[src/rtl/gray_pkg.sv]
// Shared types, default sizes and the binary-to-Gray helper for the Gray conversion arbiter.
package gray_pkg;

    typedef enum logic [1:0] {
        ST_IDLE,
        ST_CONVERT,
        ST_RESPOND
    } state_t;

    localparam int GRAY_WIDTH = 4;
    localparam int GRAY_N_REQ = 2;
    localparam int GRAY_MAX_W = 32;

    // Callers zero-extend into GRAY_MAX_W and truncate the result back to their width.
    function automatic logic [GRAY_MAX_W-1:0] bin2gray(input logic [GRAY_MAX_W-1:0] bin);
        return bin ^ (bin >> 1);
    endfunction

endpackage

[src/rtl/gray_conv_core.sv]
// Registered binary-to-Gray conversion; the output follows bin_in one clock later.
module gray_conv_core
    import gray_pkg::*;
#(
    parameter int WIDTH = GRAY_WIDTH
) (
    input  logic             clk,
    input  logic             rst,
    input  logic [WIDTH-1:0] bin_in,
    output logic [WIDTH-1:0] gray_out
);

    logic [WIDTH-1:0] w_gray;
    logic [WIDTH-1:0] r_gray;

    assign w_gray = WIDTH'(bin2gray(GRAY_MAX_W'(bin_in)));

    // NOTE: sequential state uses non-blocking assignments so every flop samples pre-edge values.
    always_ff @(posedge clk or posedge rst) begin
        if (rst) begin
            r_gray <= '0;
        end else begin
            r_gray <= w_gray;
        end
    end

    assign gray_out = r_gray;

endmodule

[src/rtl/gray_conv_arbiter.sv]
// Round-robin arbiter sharing one registered Gray conversion core between N_REQ requesters.
module gray_conv_arbiter
    import gray_pkg::*;
#(
    parameter int WIDTH = GRAY_WIDTH,
    parameter int N_REQ = GRAY_N_REQ
) (
    input  logic                       clk,
    input  logic                       rst,
    input  logic [N_REQ-1:0]           req_valid,
    input  logic [N_REQ*WIDTH-1:0]     req_data,
    output logic [N_REQ-1:0]           req_ready,
    output logic [N_REQ-1:0]           rsp_valid,
    output logic [WIDTH-1:0]           rsp_data,
    input  logic [N_REQ-1:0]           rsp_ready,
    output logic                       busy,
    output logic [$clog2(N_REQ)-1:0]   grant_id
);

    localparam int ID_W = $clog2(N_REQ);

    state_t           r_state;
    state_t           w_state_nxt;
    logic [ID_W-1:0]  r_rr_ptr;
    logic [ID_W-1:0]  r_grant_id;
    logic [WIDTH-1:0] r_op;
    logic [WIDTH-1:0] w_core_out;
    logic [ID_W-1:0]  w_pick;
    logic             w_found;
    logic             w_accept;
    logic             w_rsp_done;

    function automatic logic [ID_W-1:0] wrap_idx(input int unsigned v);
        return ID_W'(v % N_REQ);
    endfunction

    // NOTE: every combinational output gets a default first, so no path leaves it unassigned (no latch).
    always_comb begin
        w_found = 1'b0;
        w_pick  = r_rr_ptr;
        for (int unsigned k = 0; k < N_REQ; k++) begin
            if (!w_found && req_valid[wrap_idx(32'(r_rr_ptr) + k)]) begin
                w_found = 1'b1;
                w_pick  = wrap_idx(32'(r_rr_ptr) + k);
            end
        end
    end

    always_comb begin
        w_state_nxt = r_state;
        w_accept    = 1'b0;
        w_rsp_done  = 1'b0;
        req_ready   = '0;
        rsp_valid   = '0;
        case (r_state)
            ST_IDLE: begin
                // Gated by rst so no accept is advertised while reset is held.
                if (w_found && !rst) begin
                    req_ready[w_pick] = 1'b1;
                    w_accept          = 1'b1;
                    w_state_nxt       = ST_CONVERT;
                end
            end
            ST_CONVERT: begin
                w_state_nxt = ST_RESPOND;
            end
            ST_RESPOND: begin
                rsp_valid[r_grant_id] = 1'b1;
                if (rsp_ready[r_grant_id]) begin
                    w_rsp_done  = 1'b1;
                    w_state_nxt = ST_IDLE;
                end
            end
            default: begin
                w_state_nxt = ST_IDLE;
            end
        endcase
    end

    always_ff @(posedge clk or posedge rst) begin
        if (rst) begin
            r_state <= ST_IDLE;
        end else begin
            r_state <= w_state_nxt;
        end
    end

    // NOTE: op_reg is reset along with the control state so a discarded request leaves no stale operand.
    always_ff @(posedge clk or posedge rst) begin
        if (rst) begin
            r_rr_ptr   <= '0;
            r_grant_id <= '0;
            r_op       <= '0;
        end else begin
            if (w_accept) begin
                r_op       <= req_data[w_pick*WIDTH +: WIDTH];
                r_grant_id <= w_pick;
            end
            // The requester just served drops to lowest priority.
            if (w_rsp_done) begin
                r_rr_ptr <= wrap_idx(32'(r_grant_id) + 32'd1);
            end
        end
    end

    gray_conv_core #(
        .WIDTH(WIDTH)
    ) u_core (
        .clk      (clk),
        .rst      (rst),
        .bin_in   (r_op),
        .gray_out (w_core_out)
    );

    assign rsp_data = w_core_out;
    assign busy     = (r_state != ST_IDLE);
    assign grant_id = r_grant_id;

endmodule

[config.mk]
export PLATFORM = sky130hd
export DESIGN_NAME = gray_conv_arbiter
export DESIGN_NICKNAME = d
export VERILOG_FILES = /design/src/rtl/gray_pkg.sv /design/src/rtl/gray_conv_core.sv /design/src/rtl/gray_conv_arbiter.sv
export SDC_FILE = /design/constraint.sdc
export NUM_CORES = 1
export LEC_CHECK = 0
export ABC_AREA = 1
export BUFFER_PORTS_ARGS = -buffer_cell sky130_fd_sc_hd__buf_2
export CORE_UTILIZATION = 40
export DETAILED_ROUTE_END_ITERATION = 16
export PLACE_DENSITY = 0.69
export SLEW_MARGIN = 15
export SYNTH_ARGS = -nofsm -noshare
export SYNTH_HDL_FRONTEND = slang
export SYNTH_HIERARCHICAL = 1
export SYNTH_SLANG_ARGS = --single-unit
export TNS_END_PERCENT = 100
[constraint.sdc]
create_clock -name clk -period 1.3 [get_ports clk]
set_clock_uncertainty 0.2 [all_clocks]
set_input_delay 0.13 -clock clk [delete_from_list [all_inputs] [get_ports clk]]
set_output_delay 0.13 -clock clk [all_outputs]
set_load 0.01 [all_outputs]
==> results of run 1 <==
## cell type report
cell class / count / share of cell area [%]
multi-input combinational: 45 / 25.03
clock buffer: 4 / 3.781
sequential: 12 / 31.29
inverter: 13 / 5.085
tap: 15 / 1.956
timing repair buffer: 43 / 32.86
## logic make-up (layout without fill, tap and decap cells)
logic type             count (synthesis)  in the layout  synth area share, %
and+or+nand+nor                       40             40                33.69
AOI/OAI and AO/OA                      5              5                5.652
DFF                                   12             12                52.17
buffers and inverters                 13             60                8.479
## repair_timing
item | CTS | global route
endpoints found under the hold margin | 18 | 1
buffers inserted | 3 | 1
setup endpoints to repair | 5 | 11
gates resized for setup | 4 | 8
## stage by stage
stage | setup TNS [ns] | power, mW
after floorplan | 0 | 1.095
after global routing | -1.721 | 2.030
after detailed placement | 0 | 1.367
final | -1.133 | 1.883
after CTS | -0.8898 | 1.782
after global placement | 0 | 1.343
## worst paths after layout
| check | cells after the start | slack (ns) | start | endpoint |
|---|---|---|---|---|
| min | 4 | -0.02 | rst | grant_id |
| max | 5 | -0.25 | r_state[0] | req_ready[0] |
| min in group asynchronous | 3 | 0.13 | rst | u_core/gray_out[3] |
| max reg2reg | 5 | -0.05 | r_state[1] | r_op[1] |
| min reg2reg | 0 | 0.24 | r_op[3] | u_core/gray_out[3] |
| max in group asynchronous | 4 | 0.50 | rst | r_op[1] |
## metal layers
layer  global-route usage [%]  vias up
met5                        0        -
met1                    28.87      295
met3                    6.111        6
met2                    38.31       20
li1                         -      312
met4                    13.79        0
## worst reg2reg max path, cell delays in order (launching register included)
cell,delay (ns)
sky130_fd_sc_hd__dfrtp_1,0.41
sky130_fd_sc_hd__buf_6,0.14
sky130_fd_sc_hd__nor2_1,0.17
sky130_fd_sc_hd__nand3_2,0.15
sky130_fd_sc_hd__nand2_1,0.09
sky130_fd_sc_hd__nand3_1,0.08
## synth_stat cells (all sizes together)
library cell   n
a21oi          2
and2           1
nand3         14
nor2           6
inv           13
dfrtp         12
nand2         19
o21ai          3
## where the power goes
part / total, mW / internal (mW) / switching, mW
logic: 0.905 / 0.431 / 0.473
clock network: 0.310 / 0.170 / 0.140
registers: 0.667 / 0.546 / 0.122
## state kept, by name, summed over array words and instances, names as in the netlist
| name | count |
|---|---|
| r_rr_ptr | 1 |
| grant_id | 1 |
| r_op | 4 |
| r_state | 2 |
| u_core/gray_out | 4 |
==> load_flow_metrics.sql, run 1 <==
INSERT INTO impl_metrics (metric_group, metric, value, unit) VALUES
('clock_tree', 'cts_buffer_depth', '2', ''),
('critical_path', 'critPathKind', 'reg -> out', ''),
('place', 'dp_cells', '113', ''),
('logic_synthesis', 'seq_area_frac_synth', '52.17', '%'),
('global_route', 'first_global_vias', '543', ''),
('pwr', 'leakage', '0.5309', 'nW'),
('clock_tree', 'clkSlewWorstSetupHoldPaths', '0.09', 'ns'),
('clock_tree', 'hold_buffers', '11', ''),
('layout', 'final_stage_net_count', '132', ''),
('critical_path', 'critical_path.top_delay_family', 'flip-flops', ''),
('status', 'violations', 'hold timing, setup timing', ''),
('layout', 'multi_input_comb_area', '240.2', 'um2'),
('global_route', 'initial_antenna_violation_count', '0', ''),
('layout', 'finalNonFillerCells', '132', ''),
('logic_synthesis', 'post_synth_num_cell_types', '15', ''),
('die', 'dieArea', '1594', 'um2'),
('drt', 'routed.top_layer', 'met4', ''),
('critical_path', 'timing.critical_path.from_type', 'flop', ''),
('job', 'max_cap_violation_count', '0', ''),
('clock_tree', 'cts.sink_count', '12', ''),
('drt', 'wl_met1', '689', 'um'),
('die', 'rows', '13', ''),
('sta', 'slew_headroom', '88.37', '%'),
('sta', 'timing.final.setup_violations', '10', ''),
('logic_synthesis', 'total_standard_cell_area_after_synthesis', '575.6', 'um2'),
('clock_tree', 'tritoncts', 'built', ''),
('logic_synthesis', 'fraction_of_post_synthesis_cell_area_in_the_top_cell_type_by_area', '52.17', '%'),
('sta', 'post-route-min-period', '1.550', 'ns'),
('critical_path', 'worstPathBufferInverterCount', '2', ''),
('die', 'design.portCount', '24', ''),
('layout', 'layout.core_utilization', '72.84', '%'),
('global_route', 'grt_start_max_net_pins', '9', ''),
('sta', 'timing.final.max_slew_violations', '0', ''),
('sta', 'timing.final.crit_share', '119.2', '%'),
('critical_path', 'timing.critical_path.arrival', '1.22', 'ns'),
('die', 'die-height', '39.93', 'um'),
('layout', 'drive_gt1_share', '41.88', '%'),
('critical_path', 'cp_data_required_time', '0.97', 'ns'),
('logic_synthesis', 'number_of_instances_in_the_synthesized_netlist', '70', ''),
('sta', 'grt_setup_unrepaired', 'yes', ''),
('sta', 'hold_violations', '1', ''),
('drt', 'drt-vias-per-instance', '4.795', ''),
('place', 'portBuffers', '23', ''),
('drt', 'total_wire_length', '1.584', 'mm'),
('clock_tree', 'insertion_delay_of_the_later_clocked_pin_in_the_worst_skew_pair', '0.28', 'ns'),
('critical_path', 'cp_cell_sequence', 'inv_2 -> nand2_4 -> nor2_4 -> and2_4 -> buf_6', ''),
('pwr', 'power.density', '1962', 'nW/um2'),
('logic_synthesis', 'postSynthNetCount', '84', ''),
('global_route', 'grt_util_all_layers', '23.98', '%'),
('drt', 'route.met2.wl', '783', 'um'),
('sta', 'final_worst_setup_slack', '-0.2496', 'ns'),
('drt', 'drt_iter0_markers', '22', ''),
('critical_path', 'crit_slowest_cell', 'sky130_fd_sc_hd__dfrtp_1', ''),
('sta', 'fmaxAchievable', '645.3', 'MHz'),
('layout', 'n_fill_cell', '106', ''),
('die', 'die_x', '39.93', 'um'),
('min_path', 'hold_class', 'in -> reg', ''),
('status', 'run_status', 'finished, violations left', ''),
('global_route', 'grt_pass1_wl', '2.428', 'mm'),
('die', 'initial_core_util', '43.68', '%'),
('place', 'place.detailed.hpwl', '958.2', 'um'),
('drt', 'drc', '0', ''),
('clock_tree', 'clk_root_buffer_cell', 'sky130_fd_sc_hd__clkbuf_4', ''),
('clock_tree', 'clock_tree.htree_level_count', '1', ''),
('sta', 'worstMarginPinSlew', '0.1738', 'ns'),
('drt', 'met3RoutedLength', '66', 'um'),
('logic_synthesis', 'yosys.area.top_type', 'sky130_fd_sc_hd__dfrtp_1', ''),
('die', 'floorplan.core_area', '1318', 'um2'),
('layout', 'insertedDiodeCount', '0', ''),
('sta', 'worst_hold_slack', '-0.02285', 'ns'),
('pwr', 'irDropWorstVdd', '1109', 'uV');
(Power assumes the default switching activity.)
==> run 2: changes to the inputs <==
ABC_AREA = unset   (was 1)
PLACE_DENSITY = unset   (was 0.69)
PLACE_DENSITY_LB_ADDON = 0.12   (was unset)
==> load_flow_metrics.sql, run 2 <==
INSERT INTO impl_metrics (metric_group, metric, value, unit) VALUES
('status', 'run_status', 'finished, violations left', ''),
('status', 'violations', 'setup timing', ''),
('layout', 'final_common_cell', 'sky130_fd_sc_hd__buf_2', ''),
('sta', 'post-route-min-period', '1.670', 'ns'),
('die', 'initial_core_util', '42.50', '%'),
('pwr', 'power.share.clock', '16.6', '%'),
('logic_synthesis', 'yosysWarningCount', '6', ''),
('clock_tree', 'insertion_delay_of_the_later_clocked_pin_in_the_worst_skew_pair', '0.27', 'ns'),
('logic_synthesis', 'postSynthNetCount', '65', ''),
('critical_path', 'endpoint_kind', 'output port', ''),
('sta', 'fmaxAchievable', '598.7', 'MHz'),
('critical_path', 'timing.critical_path.arrival', '1.34', 'ns'),
('drt', 'total_wire_length', '1.283', 'mm'),
('drt', 'firstDrtPassIters', '4', ''),
('critical_path', 'timing.critical_path.from_type', 'flop', ''),
('critical_path', 'crit_slowest_cell', 'sky130_fd_sc_hd__dfrtp_2', ''),
('die', 'die-height', '39.19', 'um'),
('die', 'dieArea', '1535', 'um2'),
('place', 'gp_routability_congestion', '0.7701', ''),
('drt', 'post_drt_wl_per_cell', '11.66', 'um'),
('logic_synthesis', 'dominant_synthesized_flop_cell', 'sky130_fd_sc_hd__dfrtp_1', ''),
('drt', 'via_count', '527', ''),
('critical_path', 'cp_cell_sequence', 'or3_4 -> nor3b_2 -> buf_2', ''),
('pwr', 'irDropWorstVdd', '953.3', 'uV'),
('critical_path', 'rrSetupSlack', '-0.33', 'ns'),
('layout', 'seq_area', '301.5', 'um2'),
('critical_path', 'cp_data_required_time', '0.97', 'ns'),
('critical_path', 'cp_slowest_stage_delay', '0.44', 'ns'),
('drt', 'drt_iter0_markers', '9', ''),
('logic_synthesis', 'synth_edf_count', '0', ''),
('clock_tree', 'cts_buffer_depth', '2', ''),
('logic_synthesis', 'synth_commonest_cells', 'sky130_fd_sc_hd__dfrtp_1 (12), sky130_fd_sc_hd__nand2_1 (7), sky130_fd_sc_hd__inv_1 (5)', ''),
('critical_path', 'r2r_cells', '6', ''),
('min_path', 'worstHoldStart', 'req_data[4]', ''),
('global_route', 'grt_remaining_overflow', '0', ''),
('clock_tree', 'tritoncts', 'built', ''),
('sta', 'worstMarginPinSlew', '0.3075', 'ns'),
('die', 'design.portCount', '24', ''),
('pwr', 'pwr-share-comb', '45.3', '%'),
('layout', 'multi_input_comb_area', '260.3', 'um2'),
('sta', 'timing.final.max_slew_violations', '0', ''),
('drt', 'drc', '0', ''),
('global_route', 'grt_start_max_net_pins', '9', ''),
('pwr', 'switching_power', '594.1', 'uW'),
('min_path', 'hold_class', 'in -> reg', ''),
('critical_path', 'critPathKind', 'reg -> out', ''),
('min_path', 'hold_worst_path_end', 'r_op[0]', ''),
('layout', 'syn2layout_area_growth', '66.97', '%'),
('logic_synthesis', 'avgSynthCellArea', '10.84', 'um2'),
('clock_tree', 'clk_root_buffer_cell', 'sky130_fd_sc_hd__clkbuf_4', ''),
('pwr', 'proportion_of_total_power_due_to_net_switching', '33.28', '%'),
('logic_synthesis', 'postSynth.asyncResetShare', '100.0', '%'),
('sta', 'final_worst_setup_slack', '-0.3704', 'ns'),
('logic_synthesis', 'post_synth_main_area_contributors', 'sky130_fd_sc_hd__dfrtp_1 (54%), sky130_fd_sc_hd__a221o_1 (7.2%), sky130_fd_sc_hd__nand2_1 (4.8%)', ''),
('layout', 'drive_gt1_share', '49.47', '%'),
('layout', 'final_cell_mix', 'sky130_fd_sc_hd__buf_2 (21), sky130_fd_sc_hd__dfrtp_1 (11), sky130_fd_sc_hd__buf_4 (9)', ''),
('sta', 'timing.final.setup_violations', '11', ''),
('sta', 'grt_setup_unrepaired', 'yes', ''),
('logic_synthesis', 'synth.most_common_cell', 'sky130_fd_sc_hd__dfrtp_1', ''),
('job', 'max_cap_violation_count', '0', ''),
('layout', 'final_stage_net_count', '110', ''),
('clock_tree', 'cts_inserted_buffers', '3', ''),
('layout', 'insertedDiodeCount', '0', ''),
('logic_synthesis', 'yosys.area.top_type', 'sky130_fd_sc_hd__dfrtp_1', ''),
('critical_path', 'worst-path-max-fanout', '5', ''),
('logic_synthesis', 'fraction_of_post_synthesis_cell_area_in_the_top_cell_type_by_area', '54.30', '%'),
('critical_path', 'r2r_start', 'r_state[1]', ''),
('logic_synthesis', 'total_standard_cell_area_after_synthesis', '553.0', 'um2'),
('place', 'portBuffers', '23', ''),
('clock_tree', 'cts.sink_count', '12', ''),
('global_route', 'initial_antenna_violation_count', '0', ''),
('pwr', 'power.density', '1933', 'nW/um2'),
('logic_synthesis', 'seq_area_frac_synth', '54.30', '%'),
('drt', 'detail-route-antenna-nets', '0', ''),
('place', 'place.detailed.hpwl', '844.2', 'um'),
('pwr', 'seq_power_share', '38.1', '%'),
('sta', 'hold_violations', '0', ''),
('logic_synthesis', 'yosys_register_bits', '12', ''),
('pwr', 'cellInternalPower', '1.191', 'mW'),
('die', 'rows', '13', ''),
('die', 'floorplan.core_area', '1301', 'um2'),
('layout', 'layout.core_utilization', '70.96', '%'),
('critical_path', 'critical_path.top_delay_family', 'simple AND/OR/NAND/NOR gates', ''),
('drt', 'drt-vias-per-instance', '4.791', ''),
('logic_synthesis', 'post_synth_num_cell_types', '19', ''),
('clock_tree', 'clock_tree.htree_level_count', '1', ''),
('die', 'die_x', '39.19', 'um'),
('clock_tree', 'clkSlewWorstSetupHoldPaths', '0.08', 'ns'),
('critical_path', 'critical_path.reg2reg.endpoint', 'r_op[3]', ''),
('place', 'pre_cts_ws', '-0.1129', 'ns'),
('global_route', 'grt_pass1_wl', '1.904', 'mm'),
('layout', 'n_fill_cell', '107', ''),
('critical_path', 'worstPathBufferInverterCount', '1', ''),
('global_route', 'first_global_vias', '454', ''),
('pwr', 'leakage', '0.4765', 'nW'),
('sta', 'slew_headroom', '79.48', '%'),
('logic_synthesis', 'number_of_instances_in_the_synthesized_netlist', '51', ''),
('min_path', 'worstHoldPathCells', '4', ''),
('global_route', 'grt_util_all_layers', '18.89', '%'),
('sta', 'timing.final.crit_share', '128.5', '%');
-- run 2: changes by cell type after synthesis, moves of 3 or more --
cell,delta
sky130_fd_sc_hd__a221o_1,+4
sky130_fd_sc_hd__inv_1,-6
sky130_fd_sc_hd__nand2_1,-11
sky130_fd_sc_hd__nand3_1,-13
sky130_fd_sc_hd__nor2_1,-4
sky130_fd_sc_hd__nor3_1,+4
sky130_fd_sc_hd__xor2_1,+3
-- run 2: through the flow --
step	hold WS, ns	cell area [um2]	setup TNS (ns)	total power, mW	instances
floorplan	-0.3039	566.8	-0.2721	1.054	51
global placement	-0.02970	719.4	-0.6303	1.276	92
detailed placement	-0.03016	719.4	-0.7639	1.290	92
CTS	0.04528	897.1	-3.247	1.735	109
global route	0.09313	923.4	-4.048	1.913	110
finish	0.07919	923.4	-3.293	1.785	110
-- run 2: worst max path at each step --
stage	end	cells after the start	from	slack [ns]
after detailed placement	req_ready[1]	3	r_state[0]	-0.11
after global placement	req_ready[1]	3	r_state[0]	-0.11
final	req_ready[1]	3	r_state[1]	-0.37
after CTS	req_ready[1]	3	r_state[0]	-0.39
after floorplan	r_op[1]	3	r_state[0]	-0.06
after global routing	req_ready[1]	3	r_state[1]	-0.43
-- run 2: what timing repair did --
| action | in CTS | in global routing |
|---|---|---|
| endpoints found under the hold margin | 18 | 0 |
| hold buffers | 7 | 0 |
| setup endpoints to repair | 11 | 13 |
| gates resized for setup | 6 | 4 |
| buffers inserted | 6 | 1 |
| pin swaps | 6 | 2 |
-- run 2: power groups by stage --
stage          sequential, mW  combinational, mW  clock (mW)
2_1_floorplan           0.708              0.346           0
3_3_place_gp            0.683              0.593           0
3_5_place_dp            0.686              0.604           0
4_1_cts                 0.681              0.753       0.301
5_1_grt                 0.708              0.883       0.322
6_report                0.681              0.809       0.296
-- run 2: cells by family after synthesis --
| kind of cell | Yosys count | synth area share, % |
|---|---|---|
| flops | 12 | 54.30 |
| mux | 1 | 1.810 |
| xor+xnor | 3 | 4.752 |
| buf+inv | 6 | 5.430 |
| compound gates | 9 | 12.44 |
| simple gates | 20 | 21.27 |
-- run 2: cell type report --
| type | count | share of cell area, % |
|---|---|---|
| clock buffer | 4 | 3.930 |
| sequential | 12 | 32.66 |
| multi-input combinational | 33 | 28.18 |
| inverter | 5 | 2.033 |
| tap | 15 | 2.033 |
| timing repair buffer | 41 | 31.17 |
-- run 2: layer usage --
metal / global-route usage [%] / wire (um) / up-vias / part of all wire, %
li1: - / - / 262 / -
met1: 23.47 / 533 / 243 / 42
met2: 32.92 / 665 / 22 / 52
met3: 3.468 / 85 / 0 / 6.6
met4: 5.172 / 0 / 0 / 0
met5: 0 / 0 / - / 0
-- run 2: worst min-delay path, cell delays in order --
cell and delay [ns]:
sky130_fd_sc_hd__buf_2 0.07, sky130_fd_sc_hd__nand2_1 0.06, sky130_fd_sc_hd__nor3_2 0.12, sky130_fd_sc_hd__a221o_1 0.13
